$ cat src/rtl/dc_arb_pkg.sv
// Shared types and constants for the display-controller AXI read arbiter.
//   arb_mode_e     : arbitration policy (round-robin or fixed priority)
//   AXI_BURST_INCR : burst type driven on every AR
//   AXI_RESP_OKAY  : the only read response that is not flagged as an error
//   CNT_W          : width of the per-layer outstanding-burst counters
package dc_arb_pkg;

  typedef enum logic {
    ARB_RR    = 1'b0,
    ARB_FIXED = 1'b1
  } arb_mode_e;

  localparam logic [1:0] AXI_BURST_INCR = 2'b01;
  localparam logic [1:0] AXI_RESP_OKAY  = 2'b00;
  localparam int         CNT_W          = 4;

endpackage

$ cat src/rtl/dc_rr_arbiter.sv
// Combinational request arbiter, one grant per evaluation.
//   i_req        : request vector, one bit per layer
//   i_last_grant : index granted most recently (round-robin pointer)
//   i_mode       : ARB_RR searches from i_last_grant+1, ARB_FIXED from index 0
//   o_grant      : one-hot grant (all zero when nothing requests)
//   o_idx        : encoded index of the granted layer (0 when no grant)
module dc_rr_arbiter
  import dc_arb_pkg::*;
#(
  parameter int NUM_LAYERS = 2,
  parameter int IDX_W      = 1
) (
  input  logic [NUM_LAYERS-1:0] i_req,
  input  logic [IDX_W-1:0]      i_last_grant,
  input  arb_mode_e             i_mode,
  output logic [NUM_LAYERS-1:0] o_grant,
  output logic [IDX_W-1:0]      o_idx
);

  // Search order: w_pos[0] is the first candidate examined.
  logic [IDX_W-1:0] w_pos [NUM_LAYERS];
  logic             w_found;

  always_comb begin
    for (int k = 0; k < NUM_LAYERS; k++) begin
      if (i_mode == ARB_FIXED) w_pos[k] = IDX_W'(k);
      else                     w_pos[k] = IDX_W'((int'(i_last_grant) + 1 + k) % NUM_LAYERS);
    end
  end

  // NOTE: every output gets a default before the search so no latch is inferred.
  always_comb begin
    o_grant = '0;
    o_idx   = '0;
    w_found = 1'b0;
    for (int k = 0; k < NUM_LAYERS; k++) begin
      if (!w_found && i_req[w_pos[k]]) begin
        w_found           = 1'b1;
        o_grant[w_pos[k]] = 1'b1;
        o_idx             = w_pos[k];
      end
    end
  end

endmodule

$ cat src/rtl/dc_axi_read_arbiter.sv
// Shares one AXI read port among NUM_LAYERS layer fetch units.
// AR side: one registered holding slot, ARID carries the layer index, and
// each layer is limited to MAX_OUTSTANDING bursts in flight.
// R side: zero-latency demux by RID; unknown RIDs are sunk and flagged.
//   clk, rst       : clock, asynchronous active-high reset
//   en             : blocks new grants when low (held AR and R traffic continue)
//   arb_mode       : 0 round-robin, 1 fixed priority (layer 0 highest)
//   err_clear      : clears err_sticky (a same-cycle set wins)
//   s_ar*, s_r*    : per-layer slave-side AR / R channels
//   m_ar*, m_r*    : single master-side AR / R channels
//   err_sticky     : bit i = error response for layer i, top bit = spurious RID
//   idle           : no AR held and no bursts outstanding
module dc_axi_read_arbiter
  import dc_arb_pkg::*;
#(
  parameter int NUM_LAYERS       = 2,
  parameter int AXI_ARADDR_WIDTH = 32,
  parameter int AXI_DATA_WIDTH   = 16,
  parameter int ID_WIDTH         = 8,
  parameter int MAX_OUTSTANDING  = 4
) (
  input  logic                                   clk,
  input  logic                                   rst,
  input  logic                                   en,
  input  logic                                   arb_mode,
  input  logic                                   err_clear,
  input  logic [NUM_LAYERS-1:0]                  s_arvalid,
  output logic [NUM_LAYERS-1:0]                  s_arready,
  input  logic [NUM_LAYERS*AXI_ARADDR_WIDTH-1:0] s_araddr,
  input  logic [NUM_LAYERS*8-1:0]                s_arlen,
  input  logic [NUM_LAYERS*3-1:0]                s_arsize,
  output logic [NUM_LAYERS-1:0]                  s_rvalid,
  input  logic [NUM_LAYERS-1:0]                  s_rready,
  output logic [AXI_DATA_WIDTH-1:0]              s_rdata,
  output logic [1:0]                             s_rresp,
  output logic                                   s_rlast,
  output logic [ID_WIDTH-1:0]                    m_arid,
  output logic [AXI_ARADDR_WIDTH-1:0]            m_araddr,
  output logic [7:0]                             m_arlen,
  output logic [2:0]                             m_arsize,
  output logic [1:0]                             m_arburst,
  output logic                                   m_arvalid,
  input  logic                                   m_arready,
  input  logic [ID_WIDTH-1:0]                    m_rid,
  input  logic [AXI_DATA_WIDTH-1:0]              m_rdata,
  input  logic [1:0]                             m_rresp,
  input  logic                                   m_rlast,
  input  logic                                   m_rvalid,
  output logic                                   m_rready,
  output logic [NUM_LAYERS:0]                    err_sticky,
  output logic                                   idle
);

  localparam int IDX_W = (NUM_LAYERS > 1) ? $clog2(NUM_LAYERS) : 1;

  logic [ID_WIDTH-1:0]         r_arid;
  logic [AXI_ARADDR_WIDTH-1:0] r_araddr;
  logic [7:0]                  r_arlen;
  logic [2:0]                  r_arsize;
  logic                        r_arvalid;
  logic [IDX_W-1:0]            r_last_grant;
  logic [CNT_W-1:0]            r_cnt [NUM_LAYERS];
  logic [NUM_LAYERS:0]         r_err;

  logic                        w_slot_free;
  logic [NUM_LAYERS-1:0]       w_elig;
  logic [NUM_LAYERS-1:0]       w_grant;
  logic [IDX_W-1:0]            w_idx;
  logic                        w_rid_ok;
  logic [IDX_W-1:0]            w_rsel;
  logic                        w_r_hs;
  logic [NUM_LAYERS-1:0]       w_dec;
  logic [NUM_LAYERS-1:0]       w_cnt_nz;
  logic [NUM_LAYERS:0]         w_err_set;

  // The slot can take a new AR in the same cycle the held one is accepted.
  assign w_slot_free = !r_arvalid || m_arready;

  always_comb begin
    for (int i = 0; i < NUM_LAYERS; i++) begin
      w_elig[i]   = s_arvalid[i] && en && w_slot_free && !rst &&
                    (r_cnt[i] < CNT_W'(MAX_OUTSTANDING));
      w_cnt_nz[i] = |r_cnt[i];
    end
  end

  dc_rr_arbiter #(
    .NUM_LAYERS (NUM_LAYERS),
    .IDX_W      (IDX_W)
  ) u_arb (
    .i_req        (w_elig),
    .i_last_grant (r_last_grant),
    .i_mode       (arb_mode_e'(arb_mode)),
    .o_grant      (w_grant),
    .o_idx        (w_idx)
  );

  // A grant is only given to a valid requester, so it is the AR handshake.
  assign s_arready = w_grant;

  // R demux: RIDs outside the layer range are accepted and dropped.
  assign w_rid_ok = m_rid < ID_WIDTH'(NUM_LAYERS);
  assign w_rsel   = m_rid[IDX_W-1:0];
  assign w_r_hs   = m_rvalid && m_rready;

  always_comb begin
    s_rvalid  = '0;
    m_rready  = 1'b0;
    w_dec     = '0;
    w_err_set = '0;
    if (!rst) begin
      if (w_rid_ok) begin
        s_rvalid[w_rsel] = m_rvalid;
        m_rready         = s_rready[w_rsel];
      end else begin
        m_rready = 1'b1;
      end
    end
    if (w_r_hs) begin
      if (w_rid_ok) begin
        w_dec[w_rsel]     = m_rlast;
        w_err_set[w_rsel] = (m_rresp != AXI_RESP_OKAY);
      end else begin
        w_err_set[NUM_LAYERS] = 1'b1;
      end
    end
  end

  assign s_rdata = m_rdata;
  assign s_rresp = m_rresp;
  assign s_rlast = m_rlast;

  // NOTE: sequential state uses non-blocking assignments only.
  always_ff @(posedge clk or posedge rst) begin
    if (rst) begin
      r_arvalid    <= 1'b0;
      r_arid       <= '0;
      r_araddr     <= '0;
      r_arlen      <= '0;
      r_arsize     <= '0;
      r_last_grant <= IDX_W'(NUM_LAYERS - 1);
    end else begin
      if (r_arvalid && m_arready) r_arvalid <= 1'b0;
      if (|w_grant) begin
        r_arvalid    <= 1'b1;
        r_arid       <= ID_WIDTH'(w_idx);
        r_araddr     <= s_araddr[w_idx*AXI_ARADDR_WIDTH +: AXI_ARADDR_WIDTH];
        r_arlen      <= s_arlen[w_idx*8 +: 8];
        r_arsize     <= s_arsize[w_idx*3 +: 3];
        r_last_grant <= w_idx;
      end
    end
  end

  // NOTE: the counter array is a handful of flops, not a RAM, so it is reset
  // with everything else; a stale count would permanently throttle a layer.
  always_ff @(posedge clk or posedge rst) begin
    if (rst) begin
      for (int i = 0; i < NUM_LAYERS; i++) r_cnt[i] <= '0;
      r_err <= '0;
    end else begin
      for (int i = 0; i < NUM_LAYERS; i++) begin
        if (w_grant[i] && !w_dec[i])      r_cnt[i] <= r_cnt[i] + CNT_W'(1);
        else if (!w_grant[i] && w_dec[i]) r_cnt[i] <= r_cnt[i] - CNT_W'(1);
      end
      r_err <= (r_err & ~{(NUM_LAYERS + 1){err_clear}}) | w_err_set;
    end
  end

  assign m_arvalid  = r_arvalid;
  assign m_arid     = r_arid;
  assign m_araddr   = r_araddr;
  assign m_arlen    = r_arlen;
  assign m_arsize   = r_arsize;
  assign m_arburst  = AXI_BURST_INCR;
  assign err_sticky = r_err;
  assign idle       = !r_arvalid && (w_cnt_nz == '0);

endmodule
$ cat config.mk
export PLATFORM = sky130hd
export DESIGN_NAME = dc_axi_read_arbiter
export DESIGN_NICKNAME = d
export VERILOG_FILES = /design/src/rtl/dc_arb_pkg.sv /design/src/rtl/dc_rr_arbiter.sv /design/src/rtl/dc_axi_read_arbiter.sv
export SDC_FILE = /design/constraint.sdc
export NUM_CORES = 1
export LEC_CHECK = 0
export ABC_AREA = 0
export BUFFER_PORTS_ARGS = -buffer_cell sky130_fd_sc_hd__buf_4
export CAP_MARGIN = 20
export CORE_MARGIN = 5
export CORE_UTILIZATION = 46
export CTS_CLUSTER_DIAMETER = 40
export DETAILED_ROUTE_END_ITERATION = 7
export GPL_TIMING_DRIVEN = 0
export PLACE_DENSITY = 0.85
export SETUP_SLACK_MARGIN = 0.02
export SLEW_MARGIN = 20
export SYNTH_ARGS = -nofsm -noshare
export SYNTH_HDL_FRONTEND = slang
export SYNTH_SLANG_ARGS = --single-unit
$ cat constraint.sdc
create_clock -name clk -period 8.8 [get_ports clk]
set_input_delay 1.32 -clock clk [delete_from_list [all_inputs] [get_ports clk]]
set_output_delay 1.32 -clock clk [all_outputs]
set_load 0.01 [all_outputs]
# Word-level counts from Yosys, hierarchy flattened
# Index checks and enable logic that the tools add are counted.
# totals
regBits	57
input_bits	124
out_inout_bits	82
wordCells	108
# op_classes
n_addsub	6
multipliers	1
n_lt_le_gt_ge	10
shifts	3
n_mux	36
bitwise	7
reduce_logical	36
# ops
operator	n
$shiftx A64 B7 Y32	1
$logic_and A1 B1 Y1	20
$mux W1	20
$mux W4	4
$shiftx A16 B5 Y8	1
$mux W2	7
$add A4 B1 Y4 const B	2
$lt A4 B3 Y1 const B	2
$lt A8 B2 Y1 const B	1
$reduce_bool A2 Y1	4
$reduce_or A4 Y1	2
$sub A4 B1 Y4 const B	2
$logic_not A1 Y1	7
$lt A1 B2 Y1 const B	3
$shiftx A6 B4 Y3	1
$and A2 B2 Y2	2
$demux W1 S1	4
$and A3 B2 Y3	1
$and A3 B3 Y3	1
$ge A1 B1 Y1 const B	3
$lt A1 B3 Y1 const B	1
$mul A1 B2 Y3 const B	1
$mux W3	1
$not A3 Y3	1
other kinds (6)	7

# Logic depth before layout (Yosys ltp)
# depth
ltp_word	15
mapped_depth	12
ltp_nobuf	11

# By module
# A second synthesis with hierarchy kept.
# hier_totals
hier_cells	322
hier_area_um2	3209.3
# modules_own_cells
module	n_inst	cells_per_inst	area_per_inst_um2	seq_area_each_um2
dc_axi_read_arbiter	1	317	3180.6	1427.6
dc_rr_arbiter	1	5	28.8	0.0

# Least setup slack after synthesis
# OpenSTA, ideal clock, no wires.
# synth_timing
path_type	in2reg
startpoint	input port rst
endpoint	register r_cnt[7] (netlist bit)
setup_ns	0.126
arrival_ns	4.492
t_required_ns	8.674
setup_slack_ns	4.182
stages	10
n_path_buf	0
path_cell_list	inv_1 > and3_1 > nand4b_1 > ha_1 > inv_1 > ha_1 > a21o_1 > a2111oi_0 > a31oi_1 > a221o_1
# synth_between
elab_chain_len	12
elab_cells_between_ends	24
cone_classes	10 x mux; 1 x bitwise; 13 x reduce/logical
# synth_lines
item	line_no	text
start, declared	dc_axi_read_arbiter.sv:23	input logic rst,
$logic_not A1 Y1 (no source line)	-	
$logic_and A1 B1 Y1 (2 in a row)	dc_axi_read_arbiter.sv:81	w_elig[i] = s_arvalid[i] && en && w_slot_free && !rst &&
$mux W1 (implied by the code) (2 in a row)	dc_rr_arbiter.sv:37	if (!w_found && i_req[w_pos[k]]) begin
$mux W1	dc_rr_arbiter.sv:37	
$logic_not A1 Y1	dc_rr_arbiter.sv:37	
$logic_and A1 B1 Y1	dc_rr_arbiter.sv:37	
$mux W2	dc_rr_arbiter.sv:37	
$logic_not A1 Y1	dc_axi_read_arbiter.sv:164	else if (!w_grant[i] && w_dec[i]) r_cnt[i] <= r_cnt[i] - CNT_W'(1);
$logic_and A1 B1 Y1	dc_axi_read_arbiter.sv:164	
$reduce_bool A2 Y1 (no source line)	-	
end signal, assigned by index	dc_axi_read_arbiter.sv:163	if (w_grant[i] && !w_dec[i]) r_cnt[i] <= r_cnt[i] + CNT_W'(1);
end signal, assigned by index	dc_axi_read_arbiter.sv:164	
end, declared	dc_axi_read_arbiter.sv:62	logic [CNT_W-1:0] r_cnt [NUM_LAYERS];
# Several ways; a longest one is shown, not always the timed one. The select of a mux whose other input is x is not followed.
# A chain may end at the register's enable or synchronous reset.

# Worst setup path after layout
# layout_timing
startpoint	input port s_arvalid[0]
endpoint	register r_cnt[3] (netlist bit)
# layout_between
elab_chain_len	13
elab_cells_between_ends	19
cone_classes	8 x mux; 1 x bitwise; 10 x reduce/logical
# layout_lines
item	line_no	text
start, declared	dc_axi_read_arbiter.sv:27	input logic [NUM_LAYERS-1:0] s_arvalid,
$logic_and A1 B1 Y1 (*) (4 in a row)	dc_axi_read_arbiter.sv:81	
$mux W1 (implied by the code) (2 in a row)	dc_rr_arbiter.sv:37	
$mux W1	dc_rr_arbiter.sv:37	
$logic_not A1 Y1	dc_rr_arbiter.sv:37	
$logic_and A1 B1 Y1	dc_rr_arbiter.sv:37	
$mux W2 (*)	dc_rr_arbiter.sv:37	
$logic_not A1 Y1	dc_axi_read_arbiter.sv:164	
$logic_and A1 B1 Y1	dc_axi_read_arbiter.sv:164	
$reduce_bool A2 Y1 (no source line)	-	
# Every way passes the cells marked *; elsewhere a longest branch is shown, timed or not. The select of a mux whose other input is x is not followed.

==> impl_metrics.ini <==
[run_status]
status = completed

[sta]
rsz0062_at_grt = false
skew_ns = 0.00706
tightest_slew_ns = 0.705
drv_slew = 0
min_period_ns = 4.52
max_freq_mhz = 221
setup-tns-final_ns = 0
period_share_pct = 51.4
slew_headroom_pct = 53.0
setup_violations = 0
hold_viol = 0

[clocking]
h-tree-depth = 3
cts_setup_buffers = 0
clk_latency_ns = 0.33
cts_buffer_depth = 2
cts_tree = done
clk_pin_slew_ns = 0.06
cts_made_buffers = 9
cts_resized = 0
postCtsHoldBufs = 0
cts_num_sinks = 57
cts_root_buf = clkbuf_8

[pwr]
p_leak_nw = 2.38
peakVddDrop_mv = 0.157
power_w = 0.00129
cellPowerDensity_nw_per_um2 = 271

[place]
port_buffers = 180
gp_congestion = 0.767
post_dp_cell_area_um2 = 4570
dp_hpwl_mm = 7.82

[logic_synthesis]
synth-seq-cells = 57
synth_edf_count = 0
ys_types = 39
ys_seq_area_share_pct = 46.2
syn_avg_cell_area_um2 = 8.56
post-synth-top-area-cell = dfrtp_1
synth_warnings = 0
synth_top_area_share_pct = 45.3
syn_inst = 361
syn_area_um2 = 3090
synth_flop_cell = dfrtp_1
synth_area_leaders = dfrtp_1 (45%), nand2_1 (11%), a31oi_1 (9.5%), buf_4 (6.8%), nor2_1 (6.1%)
async_flop_share_pct = 100

[min_path]
worstHoldPathType = reg -> reg
hold_depth = 2

[critical_path]
cpPeakStageDelay_ns = 0.50
cp-start-kind = input port
crit_type = in -> reg
cp.depth = 13
endpoint_kind = flip-flop
r2r_cells = 12
path_max_fanout = 11
slowest_stage = a2111oi_0
cp_common_cell = ha_1
worstPathCellList = buf_4 -> or3b_1 -> buf_2 -> o2111ai_2 -> inv_2 -> clkbuf_1 -> ha_1 -> inv_1 -> ha_1 -> a21o_1 -> a2111oi_0 -> a31oi_1 -> a221o_1
cp_top_family = compound AO/OA/AOI/OAI gates
cp.required_ns = 9.00
cp.arrival_ns = 4.73
crit_buf_inv = 5

[detailed_routing]
ant_nets = 0
wl_per_cell_um = 15.6
first_pass_iters = 4
wl_mm = 9.97
vias_per_cell = 5.17
num_vias = 3316
drc = 0
first_iter_violations = 87

[run]
maxCapViolations = 0

[global_routing]
grt_use_total_pct = 22.7
grt_pass1_wl_mm = 15.6
globalRouteOverflowTotal = 0
antenna_found_initial = 0
grt_pass1_vias = 3322
grt_max_degree = 60

[finish]
layout-drive-gt1-share_pct = 43.1
syn2layout_area_growth_pct = 54.5
final_cell_mix = buf_4 (208), nand2_1 (92), dfrtp_1 (56)
n_antenna_cell = 0
final_nets = 691
layout_commonest_cell = buf_4
design_area_um2 = 4780

[die]
core_area_um2 = 6460
initial_core_util_pct = 47.9
die_y_um = 92.0
die_w_um = 92.0
rows = 29
design.portCount = 206
dieArea_um2 = 8460
==> per-stage QoR <==
step	util (%)	std cells	setup WS (ns)	hold WS (ns)
5_1_grt	73.9	641	4.05	0.544
6_report	73.9	641	4.28	0.534
2_1_floorplan	-	368	4.18	0.498
3_5_place_dp	70.7	625	3.98	0.516
4_1_cts	73.9	641	4.24	0.531
3_3_place_gp	70.7	625	3.37	0.514
==> cell type report <==
| type | instances | area, um2 |
|---|---|---|
| plain buffers | 48 | 302 |
| clock buffers | 14 | 173 |
| clock inverters | 2 | 35.0 |
| fillers | 523 | 1680 |
| inverters | 9 | 36.3 |
| multi-input cells | 254 | 1360 |
| flip-flops and latches | 57 | 1430 |
| well taps | 77 | 96.3 |
| repair buffers | 180 | 1350 |
==> where the power goes <==
| group | internal (W) | total (W) | switching, W |
|---|---|---|---|
| Combinational | 0.000295 | 0.000568 | 0.000273 |
| Clock | 0.000154 | 0.000254 | 0.000100 |
| Sequential | 0.000385 | 0.000471 | 0.0000855 |
==> logic make-up after synthesis <==
family | after synthesis | synth area share, %
and+or+nand+nor | 164 | 21.9
AOI/OAI and AO/OA | 67 | 15.3
DFF | 57 | 46.2
buffers and inverters | 57 | 10.8
adders and majority gates | 8 | 3.72
xor gates and xnor gates | 4 | 1.13
other | 2 | 0.243
muxes | 2 | 0.728
==> registers in the layout (all words and copies together) (netlist names) <==
name,flops
m_arvalid,1
r_cnt,8
m_arid,1
m_arsize,3
r_last_grant,1
m_arlen,8
m_araddr,32
err_sticky,3
==> synth_stat cells, drive strengths merged (3+ instances only) <==
| master | number |
|---|---|
| xnor2 | 4 |
| nor4 | 5 |
| nand2 | 92 |
| a31oi | 47 |
| o32ai | 3 |
| buf | 41 |
| clkbuf | 7 |
| nor2 | 50 |
| o21ai | 3 |
| inv | 9 |
| ha | 6 |
| a2111oi | 3 |
| nor2b | 3 |
| dfrtp | 56 |
==> per-layer routing <==
| metal | track usage (%) | vias to the layer above | part of all wire, % |
|---|---|---|---|
| li1 | - | 1594 | - |
| met1 | 27.1 | 1512 | 38 |
| met2 | 38.4 | 180 | 50 |
| met3 | 5.16 | 30 | 8.9 |
| met4 | 11.8 | 0 | 3.4 |
| met5 | 0 | - | 0 |
==> path summary, 6_finish.rpt <==
kind | startpoint | to | slack, ns
min | err_sticky[1]$_DFF_PP0_ | err_sticky[1]$_DFF_PP0_ | 0.53
max reg2reg | r_cnt[7]$_DFFE_PP0P_ | r_cnt[3]$_DFFE_PP0P_ | 4.88
max in group asynchronous | rst | m_araddr[11]$_DFFE_PP0P_ | 7.18
min in group asynchronous | rst | r_cnt[4]$_DFFE_PP0P_ | 1.16
max | s_arvalid[0] | r_cnt[3]$_DFFE_PP0P_ | 4.28
min reg2reg | err_sticky[1]$_DFF_PP0_ | err_sticky[1]$_DFF_PP0_ | 0.53
==> worst reg2reg max path: stages (launching register included) <==
cell and delay, ns:
dfrtp_1 0.42, or3b_1 0.37, buf_2 0.17, o2111ai_2 0.47, inv_2 0.18, clkbuf_1 0.29
ha_1 0.31, inv_1 0.16, ha_1 0.25, a21o_1 0.21, a2111oi_0 0.50, a31oi_1 0.11
a221o_1 0.35
Power figures use the tool's default switching activity.
